--- config.mk ---
export PLATFORM = sky130hd
export DESIGN_NAME = sram_arbiter_flat
export DESIGN_NICKNAME = d
export VERILOG_FILES = /design/src/rtl/sram_arbiter_pkg.sv /design/src/rtl/sram_arbiter_if.sv /design/src/rtl/sram_arbiter_arb_pick.sv /design/src/rtl/sram_arbiter.sv /design/src/flat_wrapper.sv
export SDC_FILE = /design/constraint.sdc
export NUM_CORES = 1
export LEC_CHECK = 0
export BUFFER_PORTS_ARGS = -buffer_cell sky130_fd_sc_hd__buf_2
export CAP_MARGIN = 30
export CELL_PAD_IN_SITES_DETAIL_PLACEMENT = 0
export CELL_PAD_IN_SITES_GLOBAL_PLACEMENT = 1
export CORE_ASPECT_RATIO = 1.2
export CORE_MARGIN = 4
export CORE_UTILIZATION = 33
export DETAILED_ROUTE_END_ITERATION = 10
export GPL_TIMING_DRIVEN = 0
export PLACE_DENSITY = 0.84
export SLEW_MARGIN = 10
export SYNTH_ARGS = -nofsm -noshare
export SYNTH_HDL_FRONTEND = slang
export SYNTH_HIERARCHICAL = 1
export SYNTH_SLANG_ARGS = --single-unit
--- constraint.sdc ---
create_clock -name clk -period 1.61 [get_ports clk]
set_input_delay 0.322 -clock clk [delete_from_list [all_inputs] [get_ports clk]]
set_output_delay 0.322 -clock clk [all_outputs]
set_load 0.03 [all_outputs]
--- src/rtl/sram_arbiter_pkg.sv ---
// Shared types and constants for the two-port SRAM arbiter.
// Optional build macro: SRAM_ARBITER_ROUND_ROBIN_EN (consumed by arb_pick only).
package sram_arbiter_pkg;

  localparam int DEF_ADDR_W = 32;
  localparam int DEF_DATA_W = 32;

  localparam logic ENABLE  = 1'b1;
  localparam logic DISABLE = 1'b0;

  typedef enum logic [1:0] {
    ARB_IDLE = 2'd0,
    ARB_BUSY = 2'd1,
    ARB_DONE = 2'd2
  } arb_state_e;

  // A port is requesting when it asks for either a read or a write.
  function automatic logic port_req(input logic re, input logic we);
    return re | we;
  endfunction

endpackage

--- src/rtl/sram_arbiter_if.sv ---
// Bus bundle between the two requesters, the arbiter and the SRAM controller.
// master = requesters plus controller side, slave = the arbiter.
interface sram_arbiter_if
  import sram_arbiter_pkg::*;
#(
  parameter int ADDR_W = DEF_ADDR_W,
  parameter int DATA_W = DEF_DATA_W
);

  // Requests are levels held until the port's ready is seen high; ready low freezes the requester.
  logic              p0_re, p0_we, p0_ready;
  logic [ADDR_W-1:0] p0_addr;
  logic [DATA_W-1:0] p0_wdata, p0_rdata;
  logic              p1_re, p1_we, p1_ready;
  logic [ADDR_W-1:0] p1_addr;
  logic [DATA_W-1:0] p1_wdata, p1_rdata;
  logic              mem_re, mem_we, mem_ready;
  logic [ADDR_W-1:0] mem_addr;
  logic [DATA_W-1:0] mem_wdata, mem_rdata;
  arb_state_e        dbg_state;

  modport master (
    output p0_re, p0_we, p0_addr, p0_wdata,
    input  p0_rdata, p0_ready,
    output p1_re, p1_we, p1_addr, p1_wdata,
    input  p1_rdata, p1_ready,
    input  mem_re, mem_we, mem_addr, mem_wdata,
    output mem_rdata, mem_ready,
    input  dbg_state
  );

  modport slave (
    input  p0_re, p0_we, p0_addr, p0_wdata,
    output p0_rdata, p0_ready,
    input  p1_re, p1_we, p1_addr, p1_wdata,
    output p1_rdata, p1_ready,
    output mem_re, mem_we, mem_addr, mem_wdata,
    input  mem_rdata, mem_ready,
    output dbg_state
  );

endinterface

--- src/rtl/sram_arbiter_arb_pick.sv ---
// Two-way winner select. With SRAM_ARBITER_ROUND_ROBIN_EN defined, contention
// alternates on last_grant; otherwise port 0 always wins.
module arb_pick (
  input  logic req0_i,
  input  logic req1_i,
  input  logic last_grant_i,
  output logic grant_o
);

`ifdef SRAM_ARBITER_ROUND_ROBIN_EN
  always_comb begin
    grant_o = req1_i & ~req0_i;
    if (req0_i && req1_i) grant_o = ~last_grant_i;
  end
`else
  logic unused_last_grant;
  assign unused_last_grant = last_grant_i;
  assign grant_o = req1_i & ~req0_i;
`endif

endmodule

--- src/rtl/sram_arbiter.sv ---
// Shares one SRAM controller between two requesters: latches the winner,
// holds it stable on the controller until completion, returns read data.
module sram_arbiter
  import sram_arbiter_pkg::*;
#(
  parameter int ADDR_W = DEF_ADDR_W,
  parameter int DATA_W = DEF_DATA_W
) (
  input  logic          clk,
  input  logic          rst,
  sram_arbiter_if.slave bus
);

  arb_state_e        state_q;
  logic              owner_q, op_rd_q, last_grant_q, first_q;
  logic              mem_re_q, mem_we_q;
  logic [ADDR_W-1:0] addr_q;
  logic [DATA_W-1:0] wdata_q, p0_rdata_q, p1_rdata_q;

  logic              req0, req1, grant, sel_re;
  logic [ADDR_W-1:0] sel_addr;
  logic [DATA_W-1:0] sel_wdata;

  assign req0 = port_req(bus.p0_re, bus.p0_we);
  assign req1 = port_req(bus.p1_re, bus.p1_we);

  arb_pick u_pick (
    .req0_i      (req0),
    .req1_i      (req1),
    .last_grant_i(last_grant_q),
    .grant_o     (grant)
  );

  // Read wins when a port raises re and we together.
  assign sel_re    = grant ? bus.p1_re    : bus.p0_re;
  assign sel_addr  = grant ? bus.p1_addr  : bus.p0_addr;
  assign sel_wdata = grant ? bus.p1_wdata : bus.p0_wdata;

  always_ff @(posedge clk or negedge rst) begin
    if (!rst) begin
      state_q      <= ARB_IDLE;
      owner_q      <= 1'b0;
      op_rd_q      <= 1'b0;
      last_grant_q <= 1'b1;
      first_q      <= 1'b0;
      mem_re_q     <= DISABLE;
      mem_we_q     <= DISABLE;
      addr_q       <= '0;
      wdata_q      <= '0;
      p0_rdata_q   <= '0;
      p1_rdata_q   <= '0;
    end else begin
      case (state_q)
        ARB_IDLE: begin
          if (req0 || req1) begin
            owner_q  <= grant;
            op_rd_q  <= sel_re;
            addr_q   <= sel_addr;
            wdata_q  <= sel_wdata;
            mem_re_q <= sel_re;
            mem_we_q <= ~sel_re;
            first_q  <= 1'b1;
            state_q  <= ARB_BUSY;
          end
        end
        ARB_BUSY: begin
          first_q <= 1'b0;
          // The controller still sits in its own IDLE on our first BUSY cycle and reports ready.
          if (!first_q && bus.mem_ready) begin
            if (op_rd_q) begin
              if (owner_q) p1_rdata_q <= bus.mem_rdata;
              else         p0_rdata_q <= bus.mem_rdata;
            end
            last_grant_q <= owner_q;
            mem_re_q     <= DISABLE;
            mem_we_q     <= DISABLE;
            state_q      <= ARB_DONE;
          end
        end
        ARB_DONE: state_q <= ARB_IDLE;
        default:  state_q <= ARB_IDLE;
      endcase
    end
  end

  assign bus.mem_re    = mem_re_q;
  assign bus.mem_we    = mem_we_q;
  assign bus.mem_addr  = addr_q;
  assign bus.mem_wdata = wdata_q;
  assign bus.p0_rdata  = p0_rdata_q;
  assign bus.p1_rdata  = p1_rdata_q;
  assign bus.dbg_state = state_q;

  // Only the request path is combinational; the DONE/owner terms are registered.
  assign bus.p0_ready = ~req0 | ((state_q == ARB_DONE) & ~owner_q);
  assign bus.p1_ready = ~req1 | ((state_q == ARB_DONE) &  owner_q);

endmodule

--- src/flat_wrapper.sv ---
// flat-port wrapper written by rule: the top's interface ports become plain ports
module sram_arbiter_flat import sram_arbiter_pkg::*;
#(
  parameter int ADDR_W = DEF_ADDR_W,
  parameter int DATA_W = DEF_DATA_W
)
  (clk, rst, bus_p0_re, bus_p0_we, bus_p0_addr, bus_p0_wdata, bus_p0_rdata, bus_p0_ready, bus_p1_re, bus_p1_we, bus_p1_addr, bus_p1_wdata, bus_p1_rdata, bus_p1_ready, bus_mem_re, bus_mem_we, bus_mem_addr, bus_mem_wdata, bus_mem_rdata, bus_mem_ready, bus_dbg_state);
  sram_arbiter_if #(.ADDR_W(ADDR_W), .DATA_W(DATA_W)) bus_i ();
  input  logic clk;
  input  logic rst;
  input wire logic [$bits(bus_i.p0_re)-1:0] bus_p0_re;
  input wire logic [$bits(bus_i.p0_we)-1:0] bus_p0_we;
  input wire logic [$bits(bus_i.p0_addr)-1:0] bus_p0_addr;
  input wire logic [$bits(bus_i.p0_wdata)-1:0] bus_p0_wdata;
  output wire logic [$bits(bus_i.p0_rdata)-1:0] bus_p0_rdata;
  output wire logic [$bits(bus_i.p0_ready)-1:0] bus_p0_ready;
  input wire logic [$bits(bus_i.p1_re)-1:0] bus_p1_re;
  input wire logic [$bits(bus_i.p1_we)-1:0] bus_p1_we;
  input wire logic [$bits(bus_i.p1_addr)-1:0] bus_p1_addr;
  input wire logic [$bits(bus_i.p1_wdata)-1:0] bus_p1_wdata;
  output wire logic [$bits(bus_i.p1_rdata)-1:0] bus_p1_rdata;
  output wire logic [$bits(bus_i.p1_ready)-1:0] bus_p1_ready;
  output wire logic [$bits(bus_i.mem_re)-1:0] bus_mem_re;
  output wire logic [$bits(bus_i.mem_we)-1:0] bus_mem_we;
  output wire logic [$bits(bus_i.mem_addr)-1:0] bus_mem_addr;
  output wire logic [$bits(bus_i.mem_wdata)-1:0] bus_mem_wdata;
  input wire logic [$bits(bus_i.mem_rdata)-1:0] bus_mem_rdata;
  input wire logic [$bits(bus_i.mem_ready)-1:0] bus_mem_ready;
  output wire logic [$bits(bus_i.dbg_state)-1:0] bus_dbg_state;
  assign bus_i.p0_re = bus_p0_re;
  assign bus_i.p0_we = bus_p0_we;
  assign bus_i.p0_addr = bus_p0_addr;
  assign bus_i.p0_wdata = bus_p0_wdata;
  assign bus_p0_rdata = bus_i.p0_rdata;
  assign bus_p0_ready = bus_i.p0_ready;
  assign bus_i.p1_re = bus_p1_re;
  assign bus_i.p1_we = bus_p1_we;
  assign bus_i.p1_addr = bus_p1_addr;
  assign bus_i.p1_wdata = bus_p1_wdata;
  assign bus_p1_rdata = bus_i.p1_rdata;
  assign bus_p1_ready = bus_i.p1_ready;
  assign bus_mem_re = bus_i.mem_re;
  assign bus_mem_we = bus_i.mem_we;
  assign bus_mem_addr = bus_i.mem_addr;
  assign bus_mem_wdata = bus_i.mem_wdata;
  assign bus_i.mem_rdata = bus_mem_rdata;
  assign bus_i.mem_ready = bus_mem_ready;
  assign bus_dbg_state = bus_i.dbg_state;
  sram_arbiter #(.ADDR_W(ADDR_W), .DATA_W(DATA_W)) u_core (.clk(clk), .rst(rst), .bus(bus_i));
endmodule
==> out/results.txt <==
Layout Area Growth over Synthesis -> 41.4%
Largest net degree at the start of global routing -> 79
Outcome -> finished, violations left
Final Instance Area -> 0.00874 mm^2
Fillers -> 1,688
Via Count -> 4,193
Worst setup SP type -> register
CP Cell Sequence -> and4bb_4 -> and3_1 -> buf_6 -> buf_12 -> mux2_4
Port bufs -> 300
First-pass GRT wire length -> 23.9 mm
Vias in the first global route -> 4,527
Routed len/inst -> 16.0 um
Total CTS buffers -> 17
Req. time, crit path -> 1.90 ns
N_diodes -> 0
Num ports -> 301
Hold Fails Final Rpt -> 0
Remaining antenna violation count -> 0
Worst-Margin Slew -> 0.542 ns
H-tree depth -> 4
Effective utilization at floorplan -> 33.8%
Core box area -> 0.0183 mm^2
CTS tree -> built
Die width -> 133 um
Post-Syn Area -> 0.00618 mm^2
GPL Wtd Cong -> 0.722
RSZ-0062 raised after global routing -> true
Layout Skew -> 0.00936 ns
Commonest non-fill, non-tap cell in the layout -> buf_2
Buf/Inv on CP -> 2
Cells after Synth -> 372
Nature of the critical path endpoint -> register
FMAX -> 607 MHz
Most frequent cells in the layout -> buf_2 (297), dfrtp_1 (133), mux2_2 (124)
Placed inst area -> 0.00811 mm^2
PwrDens -> 2200 mW/mm^2
CP Max Fanout -> 10
Post-DP HPWL -> 12.0 mm
Clock root cell -> clkbuf_16
Worst path top cell family by delay -> simple AND/OR/NAND/NOR gates
Die ar. -> 0.0210 mm^2
Total power -> 19,200 uW
Clock Tree Buf Depth -> 2
Critical path class -> register to register
Violated checks -> setup timing
Max-Cap Viols -> 0
Initial antenna violation count -> 0
Layout cells sized above 1 -> 78.8%
Final WS setup -> -0.0373 ns
Clk sinks -> 135
Register Area -> 0.00338 mm^2
Yosys warnings -> 6
Nets@finish -> 865
Crit path arrival time -> 1.93 ns
Cell Rows -> 54
Slowest cell on crit path -> dfrtp_2
Drt via density -> 4.36
Total GRT Usage -> 14.6%
Min-Delay Path Class -> input port to register
Die Height -> 158 um
Max-slew violation count -> 0
Routed Wire Length -> 15.4 mm
Static leakage -> 0.00441 uW
Syn nets -> 539
Drc violations -> 0
Area of the multi-input gates -> 0.00263 mm^2
Total gr overflow -> 0
Drt initial violations -> 87
Clk pin slew, worst setup/hold paths -> 0.06 ns
Max incr delay on CP -> 0.40 ns
Setup violators final -> 31
Minimum clock period -> 1.65 ns
Final cycle utilization of the critical path -> 102%
Mean Syn Cell Area -> 16.6 um^2
First-pass DRT Iterations -> 4
Clk Latency, worst-skew pair -> 0.41 ns
Slew headroom -> 63.9%
Peak VDD IR -> 1050 uV
layout make-up:
cell class | count | area share [%]
clock inverters | 11 | 1.19
clock buffers | 19 | 5.07
inverters | 1 | 0.0429
multi-input cells | 215 | 30.0
plain buffers | 21 | 3.22
well taps | 252 | 3.61
flip-flops and latches | 135 | 38.7
repair buffers | 307 | 18.2
worst register-to-register path: cells and delay by family (launching register included):
kind	cells	cell delay (ns)
muxes	1	0.31
buffers and inverters	2	0.31
DFF	1	0.40
and+or+nand+nor	2	0.52
worst paths after layout:
| path | startpoint | endpoint | slack, ns | depth (start not counted) |
|---|---|---|---|---|
| min in group asynchronous | rst | u_core/bus.mem_wdata[17] | 0.43 | 2 |
| max reg2reg | u_core/bus.dbg_state[1] | u_core/bus.p1_rdata[22] | -0.04 | 5 |
| max | u_core/bus.dbg_state[1] | u_core/bus.p1_rdata[22] | -0.04 | 5 |
| min reg2reg | u_core/first_q | u_core/first_q | 0.49 | 2 |
| max in group asynchronous | rst | u_core/bus.p0_rdata[19] | 0.41 | 3 |
| min | bus_mem_rdata[29] | u_core/bus.p0_rdata[29] | 0.15 | 2 |
repair_timing:
item / in CTS / in global routing
endpoints found under the hold margin: 57 / 0
hold buffers: 1 / 0
resized for setup: 10 / 2
endpoints found under the setup margin: 62 / 129
pin swaps: 0 / 2
buffers inserted: 4 / 1
sequential cells by signal, summed over array words and instances (netlist names), 2 cells and up:
name                  cells
u_core/bus.p1_rdata      32
u_core/bus.p0_rdata      32
u_core/bus.mem_addr      32
u_core/bus.dbg_state      2
u_core/bus.mem_wdata     32
where the power goes:
part           internal (uW)  switching [uW]
combinational           4030            5620
clock                   2150            1440
sequential              5130             848
routing by layer:
| metal | vias to the layer above | routed length (um) | track usage (%) |
|---|---|---|---|
| li1 | 1980 | - | - |
| met1 | 2031 | 6020 | 16.6 |
| met2 | 172 | 8120 | 26.1 |
| met3 | 10 | 1090 | 4.96 |
| met4 | 0 | 145 | 4.16 |
| met5 | - | 0 | 0 |
stage by stage:
stage | cells | setup TNS (ns) | hold WS, ns | util, % | setup WS [ns]
after floorplan | 372 | -5.40 | 0.0264 | - | -0.0952
final | 961 | -0.856 | 0.153 | 47.7 | -0.0373
after global routing | 961 | -3.00 | 0.126 | 47.7 | -0.0930
after CTS | 960 | -1.54 | 0.127 | 47.6 | -0.0554
after detailed placement | 925 | -24.28 | 0.319 | 44.3 | -0.380
after global placement | 924 | -242.96 | 0.466 | 44.1 | -1.88
(Power assumes the default switching activity.)
